[src/rtl/pm_sleep_controller.sv]
// Power-management sequencer: owns cpustall, walks the CPU through RUN/DRAIN/SLEEP/SETTLE, gates core clock.
// Latency: state follows inputs by 1 cycle; all outputs are registered decodes of the state (1 more cycle).
// Backpressure: DRAIN holds until the wishbone masters report idle; any enabled wake line aborts or ends sleep.
module pm_sleep_controller #(
    parameter int NUM_WAKE     = 20,
    parameter int CNT_WIDTH    = 16,
    parameter int DRAIN_CYCLES = 4
) (
    input  logic                 clock,
    input  logic                 reset,
    input  logic [NUM_WAKE-1:0]  interrupts,
    input  logic [NUM_WAKE-1:0]  wake_mask,
    input  logic [CNT_WIDTH-1:0] settle_cycles,
    input  logic                 bus_idle,
    input  logic [3:0]           pm_clksd,
    input  logic                 pm_cpu_gate,
    input  logic                 pm_wakeup,
    input  logic                 pm_lvolt,
    output logic                 pm_cpustall,
    output logic                 clk_en,
    output logic                 sleeping,
    output logic                 lvolt_en,
    output logic [NUM_WAKE:0]    wake_cause,
    output logic [CNT_WIDTH-1:0] sleep_count
);

    typedef enum logic [1:0] {RUN, DRAIN, SLEEP, SETTLE} state_t;

    localparam logic [CNT_WIDTH-1:0] DRAIN_LOAD = CNT_WIDTH'(DRAIN_CYCLES - 1);

    state_t                 state;
    logic                   gate_q;
    logic [3:0]             clksd_q;
    logic [3:0]             div_cnt;
    logic [CNT_WIDTH-1:0]   drain_cnt;
    logic [CNT_WIDTH-1:0]   settle_cnt;
    logic [NUM_WAKE-1:0]    wake_lines;
    logic                   wake_req;
    logic                   gate_rise;

    assign wake_lines = interrupts & wake_mask;
    assign wake_req   = (|wake_lines) | pm_wakeup;
    assign gate_rise  = pm_cpu_gate & ~gate_q;

    always_ff @(posedge clock or negedge reset) begin
        if (!reset) begin
            state       <= RUN;
            gate_q      <= 1'b0;
            clksd_q     <= 4'd0;
            div_cnt     <= 4'd0;
            drain_cnt   <= '0;
            settle_cnt  <= '0;
            pm_cpustall <= 1'b0;
            clk_en      <= 1'b1;
            sleeping    <= 1'b0;
            lvolt_en    <= 1'b0;
            wake_cause  <= '0;
            sleep_count <= '0;
        end else begin
            gate_q      <= pm_cpu_gate;
            clksd_q     <= pm_clksd;

            // Outputs decode the current state register, so they trail it by one cycle.
            pm_cpustall <= (state != RUN);
            sleeping    <= (state == SLEEP);
            lvolt_en    <= pm_lvolt & sleeping;
            case (state)
                RUN:     clk_en <= (div_cnt == 4'd0);
                SLEEP:   clk_en <= 1'b0;
                default: clk_en <= 1'b1;
            endcase

            if (state == SLEEP && sleep_count != '1)
                sleep_count <= sleep_count + 1'b1;

            case (state)
                RUN: begin
                    if (gate_rise && !wake_req) begin
                        state       <= DRAIN;
                        drain_cnt   <= DRAIN_LOAD;
                        sleep_count <= '0;
                        div_cnt     <= 4'd0;
                    end else if (pm_clksd != clksd_q || div_cnt >= pm_clksd) begin
                        div_cnt <= 4'd0;
                    end else begin
                        div_cnt <= div_cnt + 4'd1;
                    end
                end
                DRAIN: begin
                    // Abort takes priority over drain expiry.
                    if (wake_req) begin
                        state      <= RUN;
                        wake_cause <= {pm_wakeup, wake_lines};
                    end else if (drain_cnt == '0 && bus_idle) begin
                        state <= SLEEP;
                    end else if (drain_cnt != '0) begin
                        drain_cnt <= drain_cnt - 1'b1;
                    end
                end
                SLEEP: begin
                    if (wake_req) begin
                        state      <= SETTLE;
                        wake_cause <= {pm_wakeup, wake_lines};
                        settle_cnt <= settle_cycles;
                    end
                end
                default: begin
                    if (settle_cnt == '0)
                        state <= RUN;
                    else
                        settle_cnt <= settle_cnt - 1'b1;
                end
            endcase
        end
    end

endmodule

[config.mk]
export PLATFORM = sky130hd
export DESIGN_NAME = pm_sleep_controller
export DESIGN_NICKNAME = d
export VERILOG_FILES = /design/src/rtl/pm_sleep_controller.sv
export SDC_FILE = /design/constraint.sdc
export NUM_CORES = 1
export LEC_CHECK = 0
export ABC_CLOCK_PERIOD_IN_PS = 6180
export CAP_MARGIN = 25
export CORE_MARGIN = 1.5
export CORE_UTILIZATION = 54
export CTS_CLUSTER_DIAMETER = 150
export DETAILED_ROUTE_END_ITERATION = 16
export PLACE_DENSITY = 0.86
export SLEW_MARGIN = 20
export SYNTH_ARGS = -nofsm -noshare
export SYNTH_HDL_FRONTEND = slang
export SYNTH_SLANG_ARGS = --single-unit
[constraint.sdc]
create_clock -name clock -period 6.18 [get_ports clock]
set_input_delay 1.236 -clock clock [delete_from_list [all_inputs] [get_ports clock]]
set_output_delay 1.236 -clock clock [all_outputs]
set_load 0.01 [all_outputs]
=== Word level (Yosys, flattened, before mapping) ===
Cells that the tools add are included.

* RAM bits: 0
* Memories kept: 0
* Register bits: 84
* Output and inout port bits: 41
* Input port bits: 66
* Memory bits (read-only): 0
* Word-level logic and storage cells: 74
* Bits in latches: 0

* Divide/modulo/power cells: 0
* $lt $le $gt $ge: 1
* $add $sub $neg: 4
* Reductions and logical operators: 20
* Equal/unequal tests: 11
* Mux-type cells: 20
* Shift operators: 0
* Multipliers: 0
* Bitwise operators: 6

{| class="wikitable"
|+ Operators with widths
! kind !! count
|-
| $mux 16 || 9
|-
| $pmux 16 s2 || 2
|-
| $logic_not 16->1 || 2
|-
| $sub 16x1->16 const B || 2
|-
| $and 20x20->20 || 1
|-
| $reduce_or 20->1 || 1
|-
| $add 16x1->16 const B || 1
|-
| $ne 16x16->1 const B || 1
|-
| $reduce_bool 16->1 || 1
|-
| $ne 2x2->1 const B || 6
|-
| $mux 2 || 5
|-
| $mux 4 || 2
|-
| $pmux 2 s3 || 1
|-
| $reduce_and 5->1 || 1
|-
| $add 4x1->4 const B || 1
|-
| $ge 4x4->1 || 1
|-
| $logic_not 4->1 || 1
|-
| $ne 4x4->1 || 1
|-
| $reduce_and 4->1 || 1
|-
| $reduce_bool 2->1 || 2
|-
| $reduce_bool 4->1 || 1
|-
| $reduce_or 2->1 || 2
|-
| $logic_and 1x1->1 || 3
|-
| $ne 3x3->1 const B || 1
|-
| other kinds (11) || 13
|}

=== Logic depth before layout (Yosys ltp) ===
* Word-level depth: 7
* Mapped depth: 11
* Depth with buffers taken out: 8

=== Worst setup path before layout ===
No wires, ideal clock.

* Kind: input to register
* From: input port interrupts[8]
* To: register drain_cnt[9]
* Stages on the path: 8
* Arrival time: 2.949 ns
* Setup time: 0.092 ns
* Slack: 3.139 ns
* Data required time: 6.088 ns
* Path buffers: 2
* Cell sequence: a222oi_1 nand4_1 or4_1 buf_6 a211oi_4 nand2_1 buf_4 o31ai_2

* Cells in the longest elaborated chain, start to end: 7
* Elaborated cells on any way between the ends: 8
* Those cells by class: eq/ne (2); bitwise (2); reduce/logical (4)

{| class="wikitable"
|+ RTL lines
! element !! RTL line !! source
|-
| from (decl) || 11 || <nowiki>input logic [NUM_WAKE-1:0] interrupts,</nowiki>
|-
| $and 20x20->20 (*) || 41 || <nowiki>assign wake_lines = interrupts & wake_mask;</nowiki>
|-
| $reduce_or 20->1 (*) || 42 || <nowiki>assign wake_req = (|wake_lines) | pm_wakeup;</nowiki>
|-
| $or 1x1->1 (*) || 42 ||
|-
| $logic_not 1->1 || 78 || <nowiki>if (gate_rise && !wake_req) begin</nowiki>
|-
| $logic_and 1x1->1 || 78 ||
|-
| $ne 2x2->1 (no source line) || n/a ||
|-
| $reduce_and 5->1 (no source line) (*) || n/a ||
|-
| to (signal assigned) || 97 || <nowiki>drain_cnt <= drain_cnt - 1'b1;</nowiki>
|-
| to (decl) || 35 || <nowiki>logic [CNT_WIDTH-1:0] drain_cnt;</nowiki>
|}

Every way passes the cells marked *; elsewhere a longest branch is shown, timed or not.
A chain may end at the register's enable or synchronous reset.

=== Worst setup path after layout ===
* From: input port interrupts[8]
* To: register drain_cnt[13]

The elaborated chain is that of the path after synthesis.

==> impl_results.md <==
- Num ports: between 100 and 150
- CP Cell Sequence: clkdlybuf4s50_1, a222oi_1, nand4_1, or4_1, a211oi_4, nand2_1, o41ai_1
- Clock-pin slew of the registers on the worst-case setup and hold paths: 0.09 ns
- Starting Density: 0.5646
- Number of iterations in the first detailed-routing pass: 6
- Via count: 3981
- GRT Total Usage: 0.2551
- Final Instance Area: 5738 um2
- Tcrit/Tclk final: 0.6017
- Syn_nets: 555
- Synth unique cells: 63
- Logic pwr share: 0.346
- Reg power frac: 0.423
- Seq/Total Area, Yosys: 0.4772
- CTS Buffer Depth: 2
- TritonCTS clock tree: done
- Syn Inst Count: 475
- Mapped cell area: ~4400 um2
- Vias/cell: between 5 and 6
- CORE AREA: about 7800 um2
- Post-detail-place hpwl: 7.794 mm
- Sw Ratio: 0.3504
- Crit path required time: 6.43 ns
- Pre-CTS WS: 2.040 ns
- Antenna-violating nets left: 0
- Starting DRT DRC Count: 183
- Post-route insts no fill: 684
- Skew final: 0.009748 ns
- Max Slew Vio Count: 0
- Vias in the first global route: between 3000 and 4000
- Max-Cap Viols: 0
- Area after DPL: about 5500 um2
- Nets: 657
- Die width: between 90 and 100 um
- WP buf/inv: 1
- Warnings from Yosys: 0
- Transition time of the tightest slew-check pin: 0.7602 ns
- Max Clk Rate: 268.9 MHz
- Post_cts resized: 0
- Die area: ~8700 um2
- Chip height: between 90 and 100 um
- WHS: 0.4841 ns
- RSZ-0062 raised after global routing: no
- DRC viols: 0
- Largest net degree at the start of global routing: 85
- Clock power frac: 0.231
- Total negative slack: 0 ns
- #FFs+latches synth: 84
- Sw Pwr: 0.5909 mW
- First-pass GRT wire length: roughly 17 mm
- Slowest CP cell: or4_1
- Crit Path Max Fanout: 12
- # setup viols final: 0
- Critical path type: input port to flip-flop
- Hold Buf Count CTS: 0
- Final core occ: 0.7349
- PnR worst setup slack: 2.461 ns
- Dpl cells: ~670
- GR Overflow Total: 0
- H-Tree Depth: 3
- Hold crit path type: flip-flop to flip-flop
- Wirelength, routed: roughly 11 mm
- Status: completed
- Int Pwr: around 1.1 mW
- Crit-path max cell delay: 0.67 ns
- CP startpoint kind: input port
- Lkg Pwr: 2.315 nW
- Worst Setup End Kind: flip-flop
- Most frequent cells in the layout: 105 x clkdlybuf4s50_1, 83 x dfrtp_1, 72 x nand2_1, 44 x o21ai_0, 40 x nor2_1
- Syn Area/Cell: just over 9 um2
- PortBufs: 106
- Synth Flop Type: dfrtp_1
- Commonest non-fill, non-tap cell in the layout: clkdlybuf4s50_1
- Setup bufs post-CTS: 0
- Routability cong.: approximately 0.84
- Syn-to-layout area delta: 30.17%
- N_diodes: 0
- Critical Path AT: about 4.0 ns
- Clock tree sinks: 84
- Async SR Flop Fraction: 1.000
- Max-Slew Margin vs Limit: 0.4932
- CTS root buf: clkbuf_8
- Routed len/inst: 16.13 um
- Layout cell share with drive strength beyond 1: 0.06529
- Tot Pwr: 1.686 mW
- Row Count: 32
- Final hold vios: 0
- TritonCTS Buffers: 9
- Initial antenna violation count: 0
- Min Tclk post-route: 3.719 ns
- Power per cell area: 293.9 nW/um2
- Worst vdd ir: 0.1656 mV
- Clock latency at the later pin of the worst-skew pair: 0.36 ns
- Critical path's top delay family: simple AND/OR/NAND/NOR gates
- EDFF count, synth: 0
synthesized netlist by cell type, drive strengths merged (5+ instances only):
cell | number | share of area
or4 | 7 | 0.014
o21ai | 49 | 0.056
nor3 | 6 | 0.0068
ha | 14 | 0.040
nor4 | 6 | 0.015
nand2 | 72 | 0.061
nand3 | 26 | 0.030
clkbuf | 9 | 0.0077
o211ai | 5 | 0.0085
a21oi | 20 | 0.024
a211oi | 5 | 0.011
or3 | 7 | 0.011
dfrtp | 83 | 0.47
o31ai | 6 | 0.011
and3 | 6 | 0.0085
buf | 9 | 0.014
o22ai | 5 | 0.0071
xnor2 | 5 | 0.0099
nor2 | 40 | 0.034
xor2 | 13 | 0.026
inv | 21 | 0.018
nand4 | 8 | 0.011
logic make-up (layout without fill, tap and decap cells):
logic type               Yosys count  in the layout  synth area share
AO/OA/AOI/OAI                    124            124            0.1873
multiplexers                       2              2          0.004542
XOR/XNOR                          18             18           0.03576
buffers and inverters             40            147           0.04002
flip-flops                        84             84            0.4772
AND/OR/NAND/NOR                  193            193            0.2154
adder cells (fa/ha/maj)           14             14           0.03974
layer usage:
| metal | vias to the layer above | global-route usage | share of wire |
|---|---|---|---|
| met5 | - | 0 | 0 |
| met4 | 0 | 0.08965 | 0.013 |
| met3 | 9 | 0.04553 | 0.066 |
| met2 | 138 | 0.4366 | 0.49 |
| met1 | 1938 | 0.3237 | 0.43 |
| li1 | 1896 | - | - |
path summary, 6_finish.rpt:
check	slack, ns	to	depth (start not counted)	startpoint
worst max-delay path	2.46	drain_cnt[13]$_DFFE_PN0P_	7	interrupts[8]
worst min-delay path	0.48	wake_cause[19]$_DFFE_PN0P_	2	wake_cause[19]$_DFFE_PN0P_
worst max register to register	3.30	settle_cnt[12]$_DFFE_PN0P_	8	state[1]$_DFFE_PN0P_
worst min register to register	0.48	wake_cause[19]$_DFFE_PN0P_	2	wake_cause[19]$_DFFE_PN0P_
max in group asynchronous	4.74	drain_cnt[5]$_DFFE_PN0P_	1	reset
min in group asynchronous	0.89	sleeping$_DFF_PN0_	1	reset
power by group through the flow:
stage / Sequential (mW) / Clock (mW) / Combinational (mW)
2_1_floorplan: 0.741 / 0 / 0.297
5_1_grt: 0.725 / 0.421 / 0.645
3_3_place_gp: 0.719 / 0 / 0.549
6_report: 0.713 / 0.390 / 0.583
4_1_cts: 0.712 / 0.391 / 0.574
3_5_place_dp: 0.723 / 0 / 0.569
worst reg2reg max path, stage by stage, from the launching register on:
cell and delay (ns):
dfrtp_1 0.42, inv_1 0.09, ha_1 0.53, inv_1 0.34, nand2_1 0.16, a31o_2 0.26, a21boi_2 0.59, a21oi_1 0.10
o221a_2 0.28
registers in the layout (all words and copies together), names as in the netlist, 2 cells and up:
| register | flops |
|---|---|
| wake_cause | 21 |
| sleep_count | 16 |
| div_cnt | 4 |
| state | 2 |
| clksd_q | 4 |
| settle_cnt | 16 |
| drain_cnt | 16 |
final cells by class:
| cell class | count | area [um2] |
|---|---|---|
| fill | 575 | 2069 |
| timing repair buffer | 109 | 1100 |
| multi-input combinational | 351 | 2128 |
| inverter | 22 | 82.58 |
| clock inverter | 4 | 31.28 |
| tap | 102 | 127.6 |
| sequential | 84 | 2103 |
| clock buffer | 12 | 165.2 |
No activity file was read; power rests on OpenSTA's default activity.
